## config.mk

```make
export PLATFORM = sky130hd
export DESIGN_NAME = wbxbc_rty_replayer
export DESIGN_NICKNAME = d
export VERILOG_FILES = /design/src/rtl/wbxbc_pkg.sv /design/src/rtl/wbxbc_rty_backoff_cnt.sv /design/src/rtl/wbxbc_rty_replayer.sv
export SDC_FILE = /design/constraint.sdc
export NUM_CORES = 1
export LEC_CHECK = 0
export ABC_AREA = 1
export CORE_UTILIZATION = 40
export DETAILED_ROUTE_END_ITERATION = 7
export PLACE_DENSITY = 0.8
export REMOVE_ABC_BUFFERS = 1
export SETUP_SLACK_MARGIN = 0.3
export SLEW_MARGIN = 40
export SYNTH_ARGS = -nofsm -noshare
export SYNTH_HDL_FRONTEND = slang
export SYNTH_SLANG_ARGS = --single-unit
```

## constraint.sdc

```tcl
create_clock -name clk_i -period 1.8 [get_ports clk_i]
set_input_delay 0.36 -clock clk_i [delete_from_list [all_inputs] [get_ports clk_i]]
set_output_delay 0.36 -clock clk_i [all_outputs]
set_load 0.03 [all_outputs]
```

## src/rtl/wbxbc_pkg.sv

```systemverilog
// wbxbc_pkg: shared state and response encodings for the WbXbc RTY replay stage.
// Latency: n/a (types and a pure combinational helper only).
// Backpressure: n/a.
package wbxbc_pkg;

  typedef enum logic [1:0] {
    IDLE,
    REQ,
    WAIT,
    BACKOFF
  } state_t;

  typedef enum logic [1:0] {
    NONE,
    ACK,
    ERR,
    RTY
  } resp_t;

  // Simultaneous target responses resolve err > ack > rty.
  function automatic resp_t decode_resp(input logic ack, input logic err, input logic rty);
    resp_t r;
    if (err)      r = ERR;
    else if (ack) r = ACK;
    else if (rty) r = RTY;
    else          r = NONE;
    return r;
  endfunction

endpackage

```

## src/rtl/wbxbc_rty_backoff_cnt.sv

```systemverilog
// wbxbc_rty_backoff_cnt: loadable down-counter giving the idle gap before a replay.
// Latency: done is combinational from the count; load takes effect on the next edge.
// Backpressure: none; dec is ignored once the count reaches zero.
module wbxbc_rty_backoff_cnt #(
  parameter int unsigned WIDTH = 2
) (
  input  logic             clk,
  input  logic             rst_n,
  input  logic             load,
  input  logic [WIDTH-1:0] load_val,
  input  logic             dec,
  output logic             done
);

  logic [WIDTH-1:0] cnt;

  // Load wins over decrement; the count parks at zero.
  always_ff @(posedge clk) begin
    if (!rst_n) begin
      cnt <= '0;
    end else if (load) begin
      cnt <= load_val;
    end else if (dec && (cnt != '0)) begin
      cnt <= cnt - 1'b1;
    end
  end

  assign done = (cnt == '0);

endmodule

```

## src/rtl/wbxbc_rty_replayer.sv

```systemverilog
// wbxbc_rty_replayer: captures one initiator access, replays it on target RTY up to MAX_RETRY times.
// Latency: tgt_stb_o one cycle after acceptance; itr response one cycle after the target response.
// Backpressure: itr_stall_o high outside IDLE; tgt_stall_i holds REQ. WBXBC_RTY_BACKOFF_EN adds a RETRY_DELAY gap before replays.
module wbxbc_rty_replayer
  import wbxbc_pkg::*;
#(
  parameter int unsigned ADR_WIDTH   = 16,
  parameter int unsigned DAT_WIDTH   = 16,
  parameter int unsigned SEL_WIDTH   = 2,
  parameter int unsigned TGA_WIDTH   = 1,
  parameter int unsigned TGC_WIDTH   = 1,
  parameter int unsigned TGRD_WIDTH  = 1,
  parameter int unsigned TGWD_WIDTH  = 1,
  parameter int unsigned MAX_RETRY   = 3,
  parameter int unsigned RETRY_DELAY = 2
) (
  input  logic                  clk_i,
  input  logic                  sync_rst_n_i,
  input  logic                  itr_cyc_i,
  input  logic                  itr_stb_i,
  input  logic                  itr_we_i,
  input  logic                  itr_lock_i,
  input  logic [SEL_WIDTH-1:0]  itr_sel_i,
  input  logic [ADR_WIDTH-1:0]  itr_adr_i,
  input  logic [DAT_WIDTH-1:0]  itr_dat_i,
  input  logic [TGA_WIDTH-1:0]  itr_tga_i,
  input  logic [TGC_WIDTH-1:0]  itr_tgc_i,
  input  logic [TGWD_WIDTH-1:0] itr_tgd_i,
  output logic                  itr_ack_o,
  output logic                  itr_err_o,
  output logic                  itr_rty_o,
  output logic                  itr_stall_o,
  output logic [DAT_WIDTH-1:0]  itr_dat_o,
  output logic [TGRD_WIDTH-1:0] itr_tgd_o,
  output logic                  tgt_cyc_o,
  output logic                  tgt_stb_o,
  output logic                  tgt_we_o,
  output logic                  tgt_lock_o,
  output logic [SEL_WIDTH-1:0]  tgt_sel_o,
  output logic [ADR_WIDTH-1:0]  tgt_adr_o,
  output logic [DAT_WIDTH-1:0]  tgt_dat_o,
  output logic [TGA_WIDTH-1:0]  tgt_tga_o,
  output logic [TGC_WIDTH-1:0]  tgt_tgc_o,
  output logic [TGWD_WIDTH-1:0] tgt_tgd_o,
  input  logic                  tgt_ack_i,
  input  logic                  tgt_err_i,
  input  logic                  tgt_rty_i,
  input  logic                  tgt_stall_i,
  input  logic [DAT_WIDTH-1:0]  tgt_dat_i,
  input  logic [TGRD_WIDTH-1:0] tgt_tgd_i
);

  localparam int unsigned CNT_W = $clog2(MAX_RETRY + 1);
  localparam logic [CNT_W-1:0] MAX_CNT = CNT_W'(MAX_RETRY);

  // Both limits must be at least one; reject bad configurations at elaboration.
  if (MAX_RETRY < 1 || RETRY_DELAY < 1) begin : g_param_check
    $error("wbxbc_rty_replayer: MAX_RETRY and RETRY_DELAY must be >= 1");
  end

  state_t           state, state_nxt;
  resp_t            rsp;
  logic [CNT_W-1:0] retry_cnt, retry_nxt;
  logic             capture, ack_nxt, err_nxt, rty_nxt;
  logic             lock_q;

`ifdef WBXBC_RTY_BACKOFF_EN
  localparam int unsigned DLY_W = $clog2(RETRY_DELAY + 1);
  logic bo_load, bo_done;

  // Loaded with RETRY_DELAY-1 on RTY so BACKOFF lasts exactly RETRY_DELAY cycles.
  wbxbc_rty_backoff_cnt #(.WIDTH(DLY_W)) u_backoff (
    .clk      (clk_i),
    .rst_n    (sync_rst_n_i),
    .load     (bo_load),
    .load_val (DLY_W'(RETRY_DELAY - 1)),
    .dec      (state == BACKOFF),
    .done     (bo_done)
  );
`endif

  assign rsp = decode_resp(tgt_ack_i, tgt_err_i, tgt_rty_i);

  // Next-state, retry bookkeeping and response pulses; abort overrides any response.
  always_comb begin
    state_nxt = state;
    retry_nxt = retry_cnt;
    capture   = 1'b0;
    ack_nxt   = 1'b0;
    err_nxt   = 1'b0;
    rty_nxt   = 1'b0;
`ifdef WBXBC_RTY_BACKOFF_EN
    bo_load   = 1'b0;
`endif
    case (state)
      IDLE: begin
        if (itr_cyc_i && itr_stb_i) begin
          capture   = 1'b1;
          retry_nxt = '0;
          state_nxt = REQ;
        end
      end
      REQ, WAIT: begin
        if (!itr_cyc_i) begin
          retry_nxt = '0;
          state_nxt = IDLE;
        end else begin
          case (rsp)
            ACK: begin
              ack_nxt   = 1'b1;
              state_nxt = IDLE;
            end
            ERR: begin
              err_nxt   = 1'b1;
              state_nxt = IDLE;
            end
            RTY: begin
              if (retry_cnt < MAX_CNT) begin
                retry_nxt = retry_cnt + 1'b1;
`ifdef WBXBC_RTY_BACKOFF_EN
                bo_load   = 1'b1;
                state_nxt = BACKOFF;
`else
                state_nxt = REQ;
`endif
              end else begin
                rty_nxt   = 1'b1;
                state_nxt = IDLE;
              end
            end
            default: begin
              if (state == REQ && !tgt_stall_i) state_nxt = WAIT;
            end
          endcase
        end
      end
`ifdef WBXBC_RTY_BACKOFF_EN
      BACKOFF: begin
        if (!itr_cyc_i) begin
          retry_nxt = '0;
          state_nxt = IDLE;
        end else if (bo_done) begin
          state_nxt = REQ;
        end
      end
`endif
      default: state_nxt = IDLE;
    endcase
  end

  // Control state, retry counter and single-cycle initiator response pulses.
  always_ff @(posedge clk_i) begin
    if (!sync_rst_n_i) begin
      state     <= IDLE;
      retry_cnt <= '0;
      itr_ack_o <= 1'b0;
      itr_err_o <= 1'b0;
      itr_rty_o <= 1'b0;
    end else begin
      state     <= state_nxt;
      retry_cnt <= retry_nxt;
      itr_ack_o <= ack_nxt;
      itr_err_o <= err_nxt;
      itr_rty_o <= rty_nxt;
    end
  end

  // Captured request payload (held for replays) and registered read data.
  always_ff @(posedge clk_i) begin
    if (!sync_rst_n_i) begin
      tgt_we_o  <= 1'b0;
      lock_q    <= 1'b0;
      tgt_sel_o <= '0;
      tgt_adr_o <= '0;
      tgt_dat_o <= '0;
      tgt_tga_o <= '0;
      tgt_tgc_o <= '0;
      tgt_tgd_o <= '0;
      itr_dat_o <= '0;
      itr_tgd_o <= '0;
    end else begin
      if (capture) begin
        tgt_we_o  <= itr_we_i;
        lock_q    <= itr_lock_i;
        tgt_sel_o <= itr_sel_i;
        tgt_adr_o <= itr_adr_i;
        tgt_dat_o <= itr_dat_i;
        tgt_tga_o <= itr_tga_i;
        tgt_tgc_o <= itr_tgc_i;
        tgt_tgd_o <= itr_tgd_i;
      end
      if (ack_nxt) begin
        itr_dat_o <= tgt_dat_i;
        itr_tgd_o <= tgt_tgd_i;
      end
    end
  end

  assign itr_stall_o = (state != IDLE);
  assign tgt_cyc_o   = (state != IDLE);
  assign tgt_stb_o   = (state == REQ);
  assign tgt_lock_o  = lock_q & tgt_cyc_o;

endmodule

```

==> flow_summary.yaml <==
synthesis:
  synth.area.top_cells: "dfxtp_1 (51%), a21oi_1 (12%), o21ai_0 (7.9%), inv_1 (7.6%), nand2_1 (5.0%)"
  avgSynthCellArea_um2: 7.89
  synth_area_leader_cell: "dfxtp_1"
  syn_inst: 314
  synth_top_cell_area_share_pct: 50.9
  synth.distinct_cells: 17
  yosysWarnings: 0
  ys_ff_latch: 63
  ys_seq_area_share_pct: 50.9
  syn_area_um2: 2480
worst_setup_path:
  endpoint_kind: "output port"
  critPathRequiredTime_ns: 1.44
  crit_arrival_ns: 1.12
  crit_path_max_incr_delay_ns: 0.34
  startpoint_type: "register"
  critical_path_class: "reg2out"
  cp_max_fo: 4
  slowest_stage: "dfxtp_2"
  crit_chain: "inv_2 > ha_4 > nor2_2 > buf_6"
routing:
  vias_per_cell: 4.75
  drt_pass1_iterations: 4
  vias: 2496
  drcViolationCount: 0
  wl_mm: 6.36
  avgRoutedWirePerCell_um: 12.1
  drtAntennaViolNets: 0
  drtIter0Drc: 59
sta:
  hold_viol_final: 0
  skew_ns: 0.00930
  drv_slew: 0
  finalWorstSetupSlack_ns: 0.317
  tightest_slew_ns: 0.347
  slew_headroom_pct: 76.9
  fmax_mhz: 674
  rsz0062_at_grt: "yes"
  min_period_ns: 1.48
  fin_crit_sh_pct: 82.4
  setup_viol: 0
die:
  core_area_um2: 5960
  die_w_um: 80.7
  num_rows: 28
  start_util_pct: 41.6
  die_h_um: 80.7
  die_area_um2: 6520
  io_pins: 126
final_layout:
  diodes: 0
  layout.nets: 517
  drive_above_1_share_pct: 10.2
  syn2layout_area_growth_pct: 60.4
  stdcell_area_um2: 3980
placed_design:
  dpl_worst_slack_ns: -0.183
  dp.final_hpwl_mm: 4.59
  place.gp.congestion: 0.787
  postPlaceCellArea_um2: 3810
  place.port_buffers: 125
power_and_ir_drop:
  peakVddDrop_mv: 0.763
  power_density_nw_per_um2: 1090
  p_leak_nw: 1.80
  p_total_w: 0.00433
run:
  maxCapViolCount: 0
clock_tree:
  htreeDepth: 3
  cts.reportedPaths.clkPinSlew_ns: 0.07
  insertion_delay_ns: 0.33
  cts_tree: "yes"
  numClockSinks: 63
  cts_made_buffers: 9
  cts_root_buf: "clkbuf_8"
  ctsLongestPathBuffers: 2
grt:
  antenna_found_initial: 0
  gr-usage-all-layers_pct: 20.2
  globalRouteOverflowTotal: 0
  grt_max_degree: 79
  grt_pass1_vias: 2299
  grt_pass1_wl_mm: 10.0
hold_path:
  hold_class: "reg2reg"
status:
  status: "complete, no violations"
-- kinds of logic after synthesis --
group / count (synthesis) / share of synthesized area, %
flops: 63 / 50.9
compound gates: 100 / 20.2
simple gates: 72 / 12.6
fa+ha+maj: 8 / 4.04
buf+inv: 71 / 12.3
-- critical path: cells and delay by family, from the launching register on --
| family | cells | cell delay (ns) |
|---|---|---|
| fa+ha+maj | 1 | 0.18 |
| flops | 1 | 0.34 |
| buf+inv | 2 | 0.19 |
| simple gates | 1 | 0.09 |
-- path summary, 6_finish.rpt --
path / from / to / slack, ns / cells past startpoint
setup / recovery: state[1] / tgt_lock_o / 0.32 / 4
hold / removal: tgt_we_o / tgt_we_o / 0.44 / 2
setup reg to reg: state[1] / tgt_adr_o[4] / 0.37 / 7
hold reg to reg: tgt_we_o / tgt_we_o / 0.44 / 2
-- power breakdown --
part	switching [W]	leakage (nW)	total [W]	internal [W]
Clock	0.000510	0.0801	0.00100	0.000494
Combinational	0.000983	1.20	0.00164	0.000661
Sequential	0.0000937	0.515	0.00168	0.00159
-- layout by cell type, fill, tap and decap left out, types with 2 or more instances in the layout --
cell type	netlist	final
a21oi_1	60	59
buf_12	0	3
buf_4	3	12
buf_6	3	3
clkbuf_1	10	3
clkbuf_8	0	9
clkdlybuf4s50_1	0	60
clkinv_2	0	3
dfxtp_1	63	61
dfxtp_2	0	2
dlygate4sd2_1	0	60
ha_1	8	7
inv_1	50	47
inv_2	1	3
nand2_1	33	32
nand3_1	24	24
nor2_1	12	10
nor2_2	0	2
o21ai_0	39	38
o21ai_1	1	2
-- cells in the mapped netlist (all sizes together) --
cell type and count:
a21oi 60, buf 10, clkbuf 10, dfxtp 63, ha 8, inv 51
nand2 34, nand3 25, nor2 12, o21ai 40, or2 1
-- area by class of cell --
type	instances	area, µm²
flip-flops and latches	63	1260
fillers	541	1980
inverters	51	194
repair buffers	140	1330
well taps	75	93.8
clock inverters	4	22.5
multi-input cells	180	941
clock buffers	12	135
-- stage by stage --
step	util [%]	hold WS (ns)	setup TNS, ns	cells
3_3_place_gp	63.9	0.429	-1.80	503
5_1_grt	66.7	0.463	0	525
2_1_floorplan	-	0.430	-3.58	294
6_report	66.7	0.442	0	525
4_1_cts	66.2	0.444	0	523
3_5_place_dp	63.9	0.436	-3.28	503
-- state kept, by name (all words and copies together) (netlist names), 2 cells and up --
| name | flops |
|---|---|
| retry_cnt | 2 |
| itr_dat_o | 16 |
| tgt_adr_o | 16 |
| state | 2 |
| tgt_sel_o | 2 |
| tgt_dat_o | 16 |
-- metal layers --
metal	track usage [%]	vias up	wire length, µm
met5	0	-	0
met4	9.64	0	97
met3	9.20	10	792
met2	34.6	109	2980
met1	21.0	1108	2480
li1	-	1269	-
-- repair_timing --
action	4_1_cts	5_1_grt
setup buffers	4	2
hold buffers	0	0
gates resized for setup	72	10
pin swaps	6	1
setup endpoints to repair	82	37
No activity file was read; power rests on OpenSTA's default activity.
